## config.mk

```make
export PLATFORM = sky130hd
export DESIGN_NAME = mips_pipe_core
export DESIGN_NICKNAME = d
export VERILOG_FILES = /design/src/rtl/mips_pipe_core.sv
export SDC_FILE = /design/constraint.sdc
export NUM_CORES = 2
export LEC_CHECK = 0
export BUFFER_PORTS_ARGS = -buffer_cell sky130_fd_sc_hd__buf_2
export CAP_MARGIN = 30
export CORE_MARGIN = 10
export CORE_UTILIZATION = 55
export CTS_BUF_LIST = sky130_fd_sc_hd__clkbuf_4 sky130_fd_sc_hd__clkbuf_8
export CTS_CLUSTER_SIZE = 40
export DETAILED_ROUTE_END_ITERATION = 12
export GPL_ROUTABILITY_DRIVEN = 1
export PLACE_DENSITY = 0.79
export SLEW_MARGIN = 40
export SYNTH_ARGS = -nofsm -noshare
export SYNTH_HDL_FRONTEND = slang
export SYNTH_SLANG_ARGS = --single-unit
```

## constraint.sdc

```tcl
create_clock -name clock -period 108.9 [get_ports clock]
set_input_delay 10.89 -clock clock [delete_from_list [all_inputs] [get_ports clock]]
set_output_delay 10.89 -clock clock [all_outputs]
set_load 0.02 [all_outputs]
```

## src/rtl/mips_pipe_core.sv

```systemverilog
// mips_pipe_core: 5-stage MIPS pipeline (IF/ID/EX/MEM/WB) with load-use interlock and branch flush.
// Define CPU_FORWARD_EN for EX-stage forwarding; otherwise ID interlocks on every pending writer.
module mips_pipe_core #(
  parameter int IMEM_AW = 8,
  parameter int DMEM_AW = 8,
  parameter logic [31:0] RESET_PC = 32'h0
) (
  input  logic               clock,
  input  logic               reset,
  output logic [IMEM_AW-1:0] imem_addr,
  input  logic [31:0]        imem_rdata,
  output logic [DMEM_AW-1:0] dmem_addr,
  output logic               dmem_we,
  output logic [31:0]        dmem_wdata,
  input  logic [31:0]        dmem_rdata,
  output logic               wb_valid,
  output logic [4:0]         wb_addr,
  output logic [31:0]        wb_data,
  output logic [31:0]        retire_cnt
);
  typedef struct packed {
    logic        valid;
    logic [31:0] pc;
    logic [31:0] instr;
  } ifid_t;
  typedef struct packed {
    logic        valid, reg_write, mem_read, mem_write, beq, bne, use_imm;
    logic [2:0]  alu_op;
`ifdef CPU_FORWARD_EN
    logic [4:0]  rs, rt;
`endif
    logic [4:0]  dest;
    logic [31:0] pc, a, b, imm;
  } idex_t;
  typedef struct packed {
    logic        valid, reg_write, mem_read, mem_write;
    logic [4:0]  dest;
    logic [31:0] alu, sd;
  } exmem_t;
  typedef struct packed {
    logic        valid, reg_write;
    logic [4:0]  dest;
    logic [31:0] data;
  } memwb_t;

  ifid_t       ifid;
  idex_t       idex, id_d;
  exmem_t      exmem;
  memwb_t      memwb;
  logic [31:0] pc;
  logic [31:0] rf [32];
  logic [5:0]  op, fn;
  logic [4:0]  rs, rt, rd;
  logic        r_ok, uses_rt, stall, taken;
  logic [31:0] fa, fb, bv, alu, target;

  assign op = ifid.instr[31:26];
  assign rs = ifid.instr[25:21];
  assign rt = ifid.instr[20:16];
  assign rd = ifid.instr[15:11];
  assign fn = ifid.instr[5:0];
  assign r_ok = op == 6'h00 && (fn == 6'h20 || fn == 6'h22 || fn == 6'h24 || fn == 6'h25 || fn == 6'h2A);
  assign uses_rt = r_ok || op == 6'h2B || op == 6'h04 || op == 6'h05;

  always_comb begin
    id_d = '0;
    id_d.valid = ifid.valid;
    id_d.dest = op == 6'h00 ? rd : rt;
    id_d.reg_write = (r_ok || op == 6'h08 || op == 6'h23) && id_d.dest != 5'd0;
    id_d.mem_read = op == 6'h23;
    id_d.mem_write = op == 6'h2B;
    id_d.beq = op == 6'h04;
    id_d.bne = op == 6'h05;
    id_d.use_imm = op == 6'h08 || op == 6'h23 || op == 6'h2B;
    id_d.alu_op = !r_ok ? 3'd0 : fn == 6'h22 ? 3'd1 : fn == 6'h24 ? 3'd2 : fn == 6'h25 ? 3'd3 : fn == 6'h2A ? 3'd4 : 3'd0;
    id_d.pc = ifid.pc;
    id_d.imm = {{16{ifid.instr[15]}}, ifid.instr[15:0]};
    // WB writes land at the closing edge, so the ID read sees them through this bypass
    id_d.a = wb_valid && wb_addr == rs ? wb_data : rf[rs];
    id_d.b = wb_valid && wb_addr == rt ? wb_data : rf[rt];
`ifdef CPU_FORWARD_EN
    id_d.rs = rs;
    id_d.rt = rt;
`endif
  end

`ifdef CPU_FORWARD_EN
  assign fa = exmem.reg_write && exmem.dest == idex.rs ? exmem.alu :
              memwb.reg_write && memwb.dest == idex.rs ? memwb.data : idex.a;
  assign fb = exmem.reg_write && exmem.dest == idex.rt ? exmem.alu :
              memwb.reg_write && memwb.dest == idex.rt ? memwb.data : idex.b;
  assign stall = ifid.valid && idex.mem_read && idex.dest != 5'd0 &&
                 (idex.dest == rs || (uses_rt && idex.dest == rt));
`else
  assign fa = idex.a;
  assign fb = idex.b;
  assign stall = ifid.valid && (
    (rs != 5'd0 && ((idex.reg_write && idex.dest == rs) || (exmem.reg_write && exmem.dest == rs))) ||
    (uses_rt && rt != 5'd0 && ((idex.reg_write && idex.dest == rt) || (exmem.reg_write && exmem.dest == rt))));
`endif

  assign bv = idex.use_imm ? idex.imm : fb;
  assign alu = idex.alu_op == 3'd1 ? fa - bv :
               idex.alu_op == 3'd2 ? fa & bv :
               idex.alu_op == 3'd3 ? fa | bv :
               idex.alu_op == 3'd4 ? {31'd0, $signed(fa) < $signed(bv)} : fa + bv;
  assign taken = (idex.beq && fa == fb) || (idex.bne && fa != fb);
  assign target = idex.pc + 32'd4 + {idex.imm[29:0], 2'b00};

  assign imem_addr = pc[IMEM_AW+1:2];
  assign dmem_addr = exmem.alu[DMEM_AW+1:2];
  assign dmem_we = exmem.mem_write;
  assign dmem_wdata = exmem.sd;
  assign wb_valid = memwb.reg_write;
  assign wb_addr = memwb.dest;
  assign wb_data = memwb.data;

  always_ff @(posedge clock or posedge reset)
    if (reset) begin
      pc <= RESET_PC;
      ifid <= '0;
      idex <= '0;
      exmem <= '0;
      memwb <= '0;
      retire_cnt <= '0;
    end else begin
      // a taken branch overrides a concurrent stall: the stalled ID instruction is dropped
      if (taken) begin
        pc <= target;
        ifid <= '0;
        idex <= '0;
      end else if (stall) begin
        idex <= '0;
      end else begin
        pc <= pc + 32'd4;
        ifid <= ifid_t'{1'b1, pc, imem_rdata};
        idex <= id_d;
      end
      exmem <= exmem_t'{idex.valid, idex.reg_write, idex.mem_read, idex.mem_write, idex.dest, alu, fb};
      memwb <= memwb_t'{exmem.valid, exmem.reg_write, exmem.dest, exmem.mem_read ? dmem_rdata : exmem.alu};
      retire_cnt <= retire_cnt + {31'd0, memwb.valid};
    end

  always_ff @(posedge clock or posedge reset)
    if (reset) begin
      for (int i = 0; i < 32; i++) rf[i] <= '0;
    end else if (wb_valid) begin
      rf[wb_addr] <= wb_data;
    end
endmodule

```

==> qor.csv <==
stage,metric,value,unit
synth,main combinational cell family by area after synthesis,multiplexers,
status,status,finished clean,
floorplan,row count,131,
synth,Mapped Cells,4967,
global_route,gr usage total,0.282,
detailed_routing,1st-iter DRT viols,5413,
synth,Synth Area in Adders,0.0214,
finish,Final #Nets,5123,
setup_path,Crit path largest cell delay,790,ps
cts,post-CTS setup buffers,0,
floorplan,core area,0.128,sq mm
synth,syn_area_per_cell,14.3,sq um
floorplan,IO Pins,185,
detailed_routing,DR vias,46700,
power_and_ir_drop,Comb pwr share,0.085,
cts,post-cts resize count,0,
worst_hold_path,worst hold path class,flop to flop,
cts,CTS hold repair buffers,0,
cts,Clock Path Buffers,3,
setup_path,WP data required,98010,ps
finish,Filler cells,9364,
synth,Synth Area in XOR/XNOR,0.0149,
power_and_ir_drop,sequential share of power,0.490,
synth,"count leader, synth",dfrtp_1,
setup_path,Crit path buffers/inverters,1,
finish,Syn-to-layout area delta,9.38,%
placement,hpwl dp,123000,um
floorplan,die height,380,um
synth,top cell type's share of synthesized area,0.464,
synth,"FF+latch count, synth",1320,
cts,Worst-path clk slew,70,ps
run,Max Cap Violations,0,
synth,multiplexer area fraction after synthesis,0.383,
synth,Yosys warnings,0,
placement,Place WS,95340,ps
synth,Post-Synth Simple-Gate Area,0.0338,
timing,Final Hold Vio Count,0,
cts,CTS tree,done,
timing,highest clock rate,77.3,MHz
synth,Synth top cells by count,"1320 x dfrtp_1, 1058 x mux2_2, 640 x mux4_2, 300 x clkbuf_1, 188 x nor2_1",
detailed_routing,First-pass DRT Iterations,6,
power_and_ir_drop,Internal Power,785,uW
synth,"Seq/Total Area, Yosys",0.464,
power_and_ir_drop,pwr/cell area,13.5,mW/mm^2
synth,largest area contributor in the netlist,dfrtp_1,
synth,Synth Area in Compound Gates,0.0454,
synth,Syn Nets,5152,
floorplan,Initial Utilization,0.556,
power_and_ir_drop,Clk pwr share,0.425,
synth,Cell variety after synth,80,
power_and_ir_drop,worst vdd ir,0.00000998,V
power_and_ir_drop,Switching Fraction,0.254,
synth,Post-synth EDFFs,0,
cts,Worst-Skew Late Latency,940,ps
global_route,largest net degree at the start of global routing,158,
detailed_routing,DR WL/cell,30.3,um
setup_path,CP max-delay cell,dfrtp_2,
timing,Tmin final,12940,ps
timing,PnR worst setup slack,95960,ps
global_route,grt total ovfl,0,
placement,gpl congestion,0.972,
setup_path,worst-path fanout max,35,
timing,Max Slew Vio Count,0,
timing,final hold slack,348,ps
power_and_ir_drop,Switching Power,267,uW
cts,CTS Buf Count,199,
floorplan,Die Footprint,0.144,sq mm
synth,top post-synthesis cells by area,"dfrtp_1 46%, mux4_2 20%, mux2_2 17%",
detailed_routing,# DRC,0,
setup_path,Critical Path AT,2050,ps
setup_path,Top delay family on crit path,flip-flops,
power_and_ir_drop,P_leak,36.6,nW
finish,layout cells sized above 1,0.480,
setup_path,worst-path cell chain,buf_2,
timing,Final period util,0.119,
global_route,first-pass GRT wire length,310000,um
setup_path,startpoint types,flop,
synth,asr flop ratio synth,1.00,
global_route,antenna violations before repair,2,
timing,final setup vio count,0,
timing,RSZ-0062 raised after global routing,false,
timing,setup TNS,0,ps
timing,Relative slew margins,0.363,
detailed_routing,Antenna Nets Post-Route,0,
global_route,vias in the first global route,47900,
cts,CTS H-tree depth,4,
detailed_routing,Vias/cell,6.83,
synth,synthesized area,0.0712,sq mm
cts,CTS Sinks,1320,
synth,top_reg_cell synth,dfrtp_1,
setup_path,WS Path Type,flop to primary output,
timing,final clock skew,36.1,ps
detailed_routing,WL final,207000,um
setup_path,Setup crit end kind,primary output,
placement,number of port buffers,184,
floorplan,chip width,380,um
cts,clock root cell,clkbuf_8,
timing,Tightest Pin Transition,951,ps
state kept, by name, indices dropped and copies added (netlist names):
register	cells
rf	1024
ifid	16
idex	39
fb	32
dmem_addr	8
wb_valid	1
fa	32
wb_addr	5
dmem_wdata	32
id_d	19
fn	6
retire_cnt	32
dmem_we	1
wb_data	32
exmem	32
memwb	1
pc	8
worst paths after layout:
check,startpoint,slack (ps),depth (start not counted),end
hold / removal,idex[142]$_DFF_PP0_,350,0,exmem[72]$_DFF_PP0_
min in group asynchronous,reset,10100,2,wb_data[20]$_DFF_PP0_
setup reg to reg,idex[136]$_DFF_PP0_,103760,11,exmem[32]$_DFF_PP0_
max in group asynchronous,reset,96340,5,rf[258]$_DFFE_PP0P_
hold reg to reg,idex[142]$_DFF_PP0_,350,0,exmem[72]$_DFF_PP0_
setup / recovery,wb_data[11]$_DFF_PP0_,95960,1,wb_data[11]
layout make-up:
class,count,area [sq um],area share
tap,1729,2160,0.0278
multi-input combinational,3010,35700,0.458
clock inverter,31,284,0.00365
sequential,1320,33100,0.425
timing repair buffer,291,2020,0.0260
antenna,3,7.51,0.0000964
clock buffer,333,4160,0.0534
inverter,116,448,0.00575
power groups by stage:
| stage | Sequential, mW | Combinational, mW | Clock (mW) |
|---|---|---|---|
| 3_5_place_dp | 0.524 | 0.0889 | 0 |
| 5_1_grt | 0.516 | 0.0969 | 0.472 |
| 3_3_place_gp | 0.524 | 0.0867 | 0 |
| 6_report | 0.515 | 0.0892 | 0.447 |
| 2_1_floorplan | 0.520 | 0.0651 | 0 |
| 4_1_cts | 0.515 | 0.0892 | 0.451 |
placed cells by master, fill, tap and decap left out, types with 52 or more instances in the layout:
master / count
xor2_1: 52
nor2_1: 171
mux2_2: 1058
clkbuf_4: 68
clkbuf_8: 266
a21oi_1: 130
inv_1: 113
xnor2_1: 68
dfrtp_1: 1283
buf_4: 62
o21ai_0: 58
mux2i_1: 93
buf_2: 184
ha_1: 116
nand2_1: 90
a211oi_1: 77
mux4_2: 640
cell families after synthesis:
kind of cell	after synthesis
AOI/OAI and AO/OA	470
muxes	1791
adders and majority gates	120
buffers and inverters	637
xor gates and xnor gates	121
and+or+nand+nor	508
DFF	1320
metal layers:
layer,up-vias,wire length (um),track usage
met5,-,8,0
met4,2,12500,0.161
met3,693,20600,0.0671
met2,2665,97900,0.445
met1,24600,76000,0.356
li1,18700,-,-
metrics by stage:
step | std cells | power (mW) | util | area (sq um)
floorplan | 4967 | 0.585 | - | 71200
global placement | 6457 | 0.610 | 0.570 | 73100
detailed placement | 6464 | 0.613 | 0.573 | 73400
CTS | 6828 | 1.06 | 0.607 | 77800
global route | 6831 | 1.09 | 0.608 | 77900
finish | 6833 | 1.05 | 0.608 | 77900
Note: power is estimated with default switching activity, not from simulation.
